===== src/rtl/regfile_sequencer.sv =====
// regfile_sequencer: one-at-a-time READ/COPY/SWAP/FILL command engine driving a 2R/1W register file
// Optional REGFILE_SEQ_PROTECT_R0_EN: register 0 reads as zero and writes to it are suppressed.
module regfile_sequencer #(
    parameter int DATAWIDTH = 32
) (
    input  logic                 clk,
    input  logic                 rst_n,
    input  logic                 cmd_valid,
    output logic                 cmd_ready,
    input  logic [1:0]           cmd_op,
    input  logic [4:0]           cmd_ra,
    input  logic [4:0]           cmd_rb,
    input  logic [DATAWIDTH-1:0] cmd_data,
    output logic                 rsp_valid,
    input  logic                 rsp_ready,
    output logic [DATAWIDTH-1:0] rsp_data,
    output logic [4:0]           rf_readReg1,
    output logic [4:0]           rf_readReg2,
    output logic [4:0]           rf_writeReg,
    output logic [DATAWIDTH-1:0] rf_writeData,
    output logic                 rf_write,
    input  logic [DATAWIDTH-1:0] rf_readData1,
    input  logic [DATAWIDTH-1:0] rf_readData2
);
`ifdef REGFILE_SEQ_PROTECT_R0_EN
    localparam bit PROTECT_R0 = 1'b1;
`else
    localparam bit PROTECT_R0 = 1'b0;
`endif
    localparam logic [1:0] OP_READ = 2'd0, OP_COPY = 2'd1, OP_SWAP = 2'd2, OP_FILL = 2'd3;
    typedef enum logic [2:0] {IDLE, RD, CAP, WR1, WR2, FILL, RESP} state_t;
    state_t                 state_q;
    logic [1:0]             op_q;
    logic [4:0]             ra_q, rb_q, ptr_q, ptr_d;
    logic [5:0]             cnt_q, cnt_d;
    logic [DATAWIDTH-1:0]   data_q, a_q, b_q, cap_a_d, cap_b_d;
    logic                   cmd_ready_q, rsp_valid_q, rf_write_q;
    logic [DATAWIDTH-1:0]   rsp_data_q, rf_writeData_q;
    logic [4:0]             rf_readReg1_q, rf_readReg2_q, rf_writeReg_q;
    // Whether a write to this address actually reaches the file
    function automatic logic wr_ok(input logic [4:0] a);
        return !(PROTECT_R0 && a == 5'd0);
    endfunction
    // Captured operands, FILL pointer advance and FILL count of writes really performed
    always_comb begin
        cap_a_d = (PROTECT_R0 && ra_q == 5'd0) ? '0 : rf_readData1;
        cap_b_d = (PROTECT_R0 && rb_q == 5'd0) ? '0 : rf_readData2;
        ptr_d   = ptr_q + 5'd1;
        cnt_d   = cnt_q + {5'd0, rf_write_q};
    end
    // Sequencer FSM; every output is a register loaded on the edge entering the state that shows it
    always_ff @(posedge clk or negedge rst_n) begin
        if (!rst_n) begin
            state_q        <= IDLE;
            op_q           <= OP_READ;
            ra_q           <= '0;
            rb_q           <= '0;
            data_q         <= '0;
            a_q            <= '0;
            b_q            <= '0;
            ptr_q          <= '0;
            cnt_q          <= '0;
            cmd_ready_q    <= 1'b0;
            rsp_valid_q    <= 1'b0;
            rsp_data_q     <= '0;
            rf_readReg1_q  <= '0;
            rf_readReg2_q  <= '0;
            rf_writeReg_q  <= '0;
            rf_writeData_q <= '0;
            rf_write_q     <= 1'b0;
        end else begin
            case (state_q)
                IDLE: begin
                    if (cmd_valid && cmd_ready_q) begin
                        cmd_ready_q <= 1'b0;
                        op_q        <= cmd_op;
                        ra_q        <= cmd_ra;
                        rb_q        <= cmd_rb;
                        data_q      <= cmd_data;
                        if (cmd_op == OP_FILL) begin
                            state_q        <= FILL;
                            ptr_q          <= cmd_ra;
                            cnt_q          <= '0;
                            rf_write_q     <= wr_ok(cmd_ra);
                            rf_writeReg_q  <= cmd_ra;
                            rf_writeData_q <= cmd_data;
                        end else begin
                            state_q       <= RD;
                            rf_readReg1_q <= cmd_ra;
                            rf_readReg2_q <= cmd_rb;
                        end
                    end else begin
                        cmd_ready_q <= 1'b1;
                    end
                end
                RD: begin
                    state_q       <= CAP;
                    rf_readReg1_q <= '0;
                    rf_readReg2_q <= '0;
                end
                CAP: begin
                    a_q <= cap_a_d;
                    b_q <= cap_b_d;
                    if (op_q == OP_READ) begin
                        state_q     <= RESP;
                        rsp_valid_q <= 1'b1;
                        rsp_data_q  <= cap_a_d;
                    end else begin
                        state_q        <= WR1;
                        rf_write_q     <= wr_ok(rb_q);
                        rf_writeReg_q  <= rb_q;
                        rf_writeData_q <= cap_a_d;
                    end
                end
                WR1: begin
                    if (op_q == OP_SWAP) begin
                        state_q        <= WR2;
                        rf_write_q     <= wr_ok(ra_q);
                        rf_writeReg_q  <= ra_q;
                        rf_writeData_q <= b_q;
                    end else begin
                        state_q        <= RESP;
                        rf_write_q     <= 1'b0;
                        rf_writeReg_q  <= '0;
                        rf_writeData_q <= '0;
                        rsp_valid_q    <= 1'b1;
                        rsp_data_q     <= a_q;
                    end
                end
                WR2: begin
                    state_q        <= RESP;
                    rf_write_q     <= 1'b0;
                    rf_writeReg_q  <= '0;
                    rf_writeData_q <= '0;
                    rsp_valid_q    <= 1'b1;
                    rsp_data_q     <= a_q;
                end
                FILL: begin
                    cnt_q <= cnt_d;
                    if (ptr_q == rb_q) begin
                        state_q        <= RESP;
                        rf_write_q     <= 1'b0;
                        rf_writeReg_q  <= '0;
                        rf_writeData_q <= '0;
                        rsp_valid_q    <= 1'b1;
                        rsp_data_q     <= DATAWIDTH'(cnt_d);
                    end else begin
                        ptr_q         <= ptr_d;
                        rf_write_q    <= wr_ok(ptr_d);
                        rf_writeReg_q <= ptr_d;
                    end
                end
                RESP: begin
                    if (rsp_ready) begin
                        state_q     <= IDLE;
                        rsp_valid_q <= 1'b0;
                        cmd_ready_q <= 1'b1;
                    end
                end
                default: state_q <= IDLE;
            endcase
        end
    end
    assign cmd_ready    = cmd_ready_q;
    assign rsp_valid    = rsp_valid_q;
    assign rsp_data     = rsp_data_q;
    assign rf_readReg1  = rf_readReg1_q;
    assign rf_readReg2  = rf_readReg2_q;
    assign rf_writeReg  = rf_writeReg_q;
    assign rf_writeData = rf_writeData_q;
    assign rf_write     = rf_write_q;
endmodule


===== config.mk =====
export PLATFORM = sky130hd
export DESIGN_NAME = regfile_sequencer
export DESIGN_NICKNAME = d
export VERILOG_FILES = /design/src/rtl/regfile_sequencer.sv
export SDC_FILE = /design/constraint.sdc
export NUM_CORES = 1
export LEC_CHECK = 0
export ABC_AREA = 1
export CORE_MARGIN = 5
export CORE_UTILIZATION = 44
export DETAILED_ROUTE_END_ITERATION = 10
export GPL_TIMING_DRIVEN = 1
export PLACE_DENSITY = 0.76
export SLEW_MARGIN = 20
export SYNTH_ARGS = -nofsm -noshare
export SYNTH_HDL_FRONTEND = slang
export SYNTH_SLANG_ARGS = --single-unit

===== constraint.sdc =====
create_clock -name clk -period 2.3 [get_ports clk]
set_clock_uncertainty 0.2 [all_clocks]
set_input_delay 0.46 -clock clk [delete_from_list [all_inputs] [get_ports clk]]
set_output_delay 0.46 -clock clk [all_outputs]
set_load 0.005 [all_outputs]

Word-level counts from Yosys, hierarchy flattened
Cells that the tools add are included.
{ "totals": {"reg_bits": 172, "elab_cells": 103} }
{ "op_classes": {"add_sub_neg": 2, "eq_ne": 18, "mux": 48, "n_reduce_logical": 19} }
{ "op_table": {"columns": ["op", "count"], "rows": [
  ["two-way mux 32 bit", 8],
  ["one-hot mux 32 bit (5 select lines)", 1],
  ["one-hot mux 32 bit (4 select lines)", 1],
  ["two-way mux 5 bit", 10],
  ["one-hot mux 5 bit (2 select lines)", 3],
  ["one-hot mux 5 bit (5 select lines)", 1],
  ["one-hot mux 3 bit (7 select lines)", 1],
  ["inequality test 2 bit, second input constant", 9],
  ["two-way mux 3 bit", 5],
  ["two-way mux 6 bit", 2],
  ["one-hot mux 6 bit (2 select lines)", 1],
  ["AND reduction 4 bit", 3],
  ["two-way mux 1 bit", 11],
  ["one-hot mux 1 bit (5 select lines)", 2],
  ["AND reduction 5 bit", 2],
  ["nonzero test 5 bit", 2],
  ["equality test 3 bit, second input constant", 3],
  ["AND reduction 3 bit", 3],
  ["adder 6 x 1 -> 6 bit", 1],
  ["equality test 3 x 2 -> 1 bit, second input constant", 2],
  ["nonzero test 2 bit", 3],
  ["adder 5 x 1 -> 5 bit, second input constant", 1],
  ["equality test 5 bit", 1],
  ["equality test 2 bit, second input constant", 2],
  ["other kinds (8)", 9]
]} }

Depth between registers and ports, before layout
{ "depth": {"ltp_word": 4, "ltp_mapped": 11, "ltp_nobuf": 10} }

Worst setup path after synthesis
OpenSTA, ideal clock, no wires.
{ "synth_timing": {"path_type": "flip-flop to flip-flop", "startpoint": "register state_q[1]", "endpoint": "register rsp_data_q[19] (netlist: rsp_data[19])", "setup_time_ps": 117, "arrival_ps": 1355, "slack_ps": 628, "stages_incl_launch_ff": 11, "n_path_buf": 2, "period_less_slack_ps": 1672, "path_cell_list": "dfrtp_1 buf_2 nand2_1 nand2_2 nand2_2 inv_4 nor2_8 nand3_4 buf_6 nand2_1 nand2_1"} }
{ "synth_between": {"elab_chain_cells": 3, "elab_cells_between_ends": 10, "classes_between": "eq/ne: 7; mux: 1; reduce/logical: 2"} }
{ "synth_lines": {"columns": ["element", "line_no", "text"], "rows": [
  ["from (decl)", "32", "state_t state_q;"],
  ["from (signal assigned)", "54", "state_q <= IDLE;"],
  ["from (signal assigned)", "81", "state_q <= FILL;"],
  ["from (signal assigned)", "88", "state_q <= RD;"],
  ["equality test 3 bit or equality test 3 x 2 -> 1 bit (tied branches)", "72", "case (state_q)"],
  ["nonzero test 4 bit (no line) or inequality test 2 bit (tied branches)", null, null],
  ["AND reduction 4 bit (no line)", null, null],
  ["to (signal assigned)", "107", "rsp_data_q <= cap_a_d;"],
  ["to (signal assigned)", "127", "rsp_data_q <= a_q;"],
  ["to (signal assigned)", "136", "rsp_data_q <= a_q;"],
  ["to (decl)", "38", "logic [DATAWIDTH-1:0] rsp_data_q, rf_writeData_q;"]
]} }
Several ways; a longest one is shown, not always the timed one.
A chain may end at the register's enable or synchronous reset.

Worst setup path in the final report
{ "layout_timing": {"startpoint": "register state_q[0]", "endpoint": "register rsp_data_q[7] (netlist: rsp_data[7])"} }
The elaborated chain is that of the path after synthesis.

==> metrics.csv <==
metric,value,unit
p_per_area,1500,mW/mm^2
fmax,469,MHz
ant_nets,0,
gp_congestion,0.871,
r2r_start,state_q[0],
start_kind,flop,
synth_area_per_cell,7.84,sq um
syn_area,0.00832,sq mm
leakagePower,5.51,nW
drt_iter0_markers,540,
port-buffer-count,193,
syn_inst,1061,
cts_made_buffers,17,
ys_seq_area_share,51.7,%
cts.clk_slew.worst_paths,0.07,ns
peakVddDrop,0.642,mV
tritoncts,done,
hold_viol,0,
finalSetupViolCount,0,
holdPathStages,2,
ys_types,30,
synth_top_cells_by_count,"nand2_1, dfrtp_1, nand3_1",
end_kind,flop,
drv_slew,0,
cts_sinks,172,
area_delta_synth_final,33.2,%
cap_violations,0,
num_vias,7779,
start_util,44.6,%
yosysMostFrequentCell,nand2_1,
nets,1356,
ys_warn_count,0,
insertion_delay,0.43,ns
rows,50,
grt.overflow.total,0,
rr_worst_depth,7,
finalCritPeriodShare,92.8,%
htree_num_levels,4,
drive_gt1_share,6.94,%
path_max_fanout,26,
ys_seq_elements,172,
dr.pass1.iters,5,
grt_pass1_wl,39500,um
die_w,148,um
max-slew-margin-rel,52.4,%
worst_slew_pin_slew,0.714,ns
whs,0.271,ns
synth_nets,1176,
ctsLongestPathBuffers,2,
dp_hpwl,17400,um
synth_top_cell_area_share,51.7,%
synth_largest_area_cell,dfrtp_1,
required,2.42,ns
async_flop_share,100,%
grt_pass1_vias,7632,
grt_max_degree,57,
die-height,148,um
wirelength,24600,um
coreArea,0.0186,sq mm
grtUsageTotal,22.8,%
vias_per_cell,5.23,
r2r_slack,0.17,ns
drcViolationCount,0,
status,"complete, no violations",
hold_class,flop to flop,
die-area,0.0218,sq mm
crit_type,flop to flop,
tns,0,ns
period_needed,2.13,ns
timing.rr.end,rsp_data[7],
rsz0062_at_grt,false,
synthFlopType,dfrtp_1,
cts_root_buf,clkbuf_16,
min-delay-start,rsp_data[7],
synth_edf_count,0,
ios,194,
synth_area_leaders,"dfrtp_1, nand2_1, nand3_1",
hold_end,rsp_data[7],
wl_per_cell,16.5,um
antenna_found_initial,1,
crit_arrival,2.25,ns
[logic make-up (layout without fill, tap and decap cells)]
logic type,count (synthesis),count (layout),share of synthesized area (%)
and+or+nand+nor,672,672,34.3
DFF,172,172,51.7
xor gates and xnor gates,2,2,0.211
AOI/OAI and AO/OA,96,96,6.15
buffers and inverters,116,308,7.17
other,0,1,0
adders and majority gates,3,3,0.451
[worst max path at each step]
stage / startpoint / to / slack (ns) / cells past startpoint
3_3_place_gp: cmd_valid / rf_writeData[28] / 0.06 / 8
3_5_place_dp: cmd_op[0] / rf_writeData[14] / 0.004 / 8
5_1_grt: state_q[2] / rsp_data[0] / 0.03 / 7
6_report: state_q[0] / rsp_data[7] / 0.17 / 7
2_1_floorplan: state_q[1] / rsp_data[19] / 0.63 / 10
4_1_cts: state_q[0] / rsp_data[7] / 0.20 / 7
[cells in the final DEF (no fill, tap or decap), drive strengths merged, types with 2 or more instances in the layout]
cell type	instances
clkinv	3
nor2	36
nand4	36
dfrtp	172
bufinv	3
ha	3
clkdlybuf4s50	192
o21ai	87
nand3	94
buf	25
a21oi	6
clkbuf	18
xnor2	2
nand2	505
inv	65
[critical path: stages, from the launching register on]
cell,delay [ns]
dfrtp_1,0.52
nor2_1,0.13
nand2_1,0.09
nand2_2,0.12
inv_1,0.55
o21ai_0,0.22
nand4_1,0.13
nand2_1,0.05
[sequential cells by signal, indices dropped and copies added (netlist names), 6 cells and up]
name	count
cnt_q	6
b_q	32
a_q	32
rsp_data	32
rf_writeData	32
[metrics by stage]
stage | instance area (sq um) | setup slack [ns] | instances | utilization, % | power (mW)
2_1_floorplan | 8320 | 0.628 | 1061 | - | 10.5
4_1_cts | 11100 | 0.202 | 1487 | 59.5 | 16.7
5_1_grt | 11100 | 0.0278 | 1488 | 59.5 | 18.0
3_5_place_dp | 10500 | 0.00406 | 1455 | 56.1 | 13.6
3_3_place_gp | 10500 | 0.0584 | 1455 | 56.1 | 13.3
6_report | 11100 | 0.166 | 1488 | 59.5 | 16.6
[layer usage]
metal	GRT usage, %	wire length, um
met5	0	0
met4	11.3	1030
met3	4.94	1830
met2	36.6	11700
met1	29.2	10100
[what timing repair did]
item,in CTS,in global routing
hold buffers,1,0
setup endpoints to repair,0,0
endpoints found under the hold margin,40,0
resized for setup,0,0
buffers inserted,0,0
[power by group]
group | switching, mW | leakage [nW] | internal [mW]
registers | 0.856 | 2.15 | 4.50
clock network | 1.28 | 0.296 | 1.73
logic | 4.89 | 3.06 | 3.34
total | 7.03 | 5.51 | 9.57
[area by class of cell]
type	count	area, sq um
antenna	1	2.50
inverter	59	224
clock inverter	13	178
tap	234	293
multi-input combinational	773	3430
timing repair buffer	218	2220
sequential	172	4300
clock buffer	18	429
fill	1612	7560
Power figures use the tool's default switching activity.
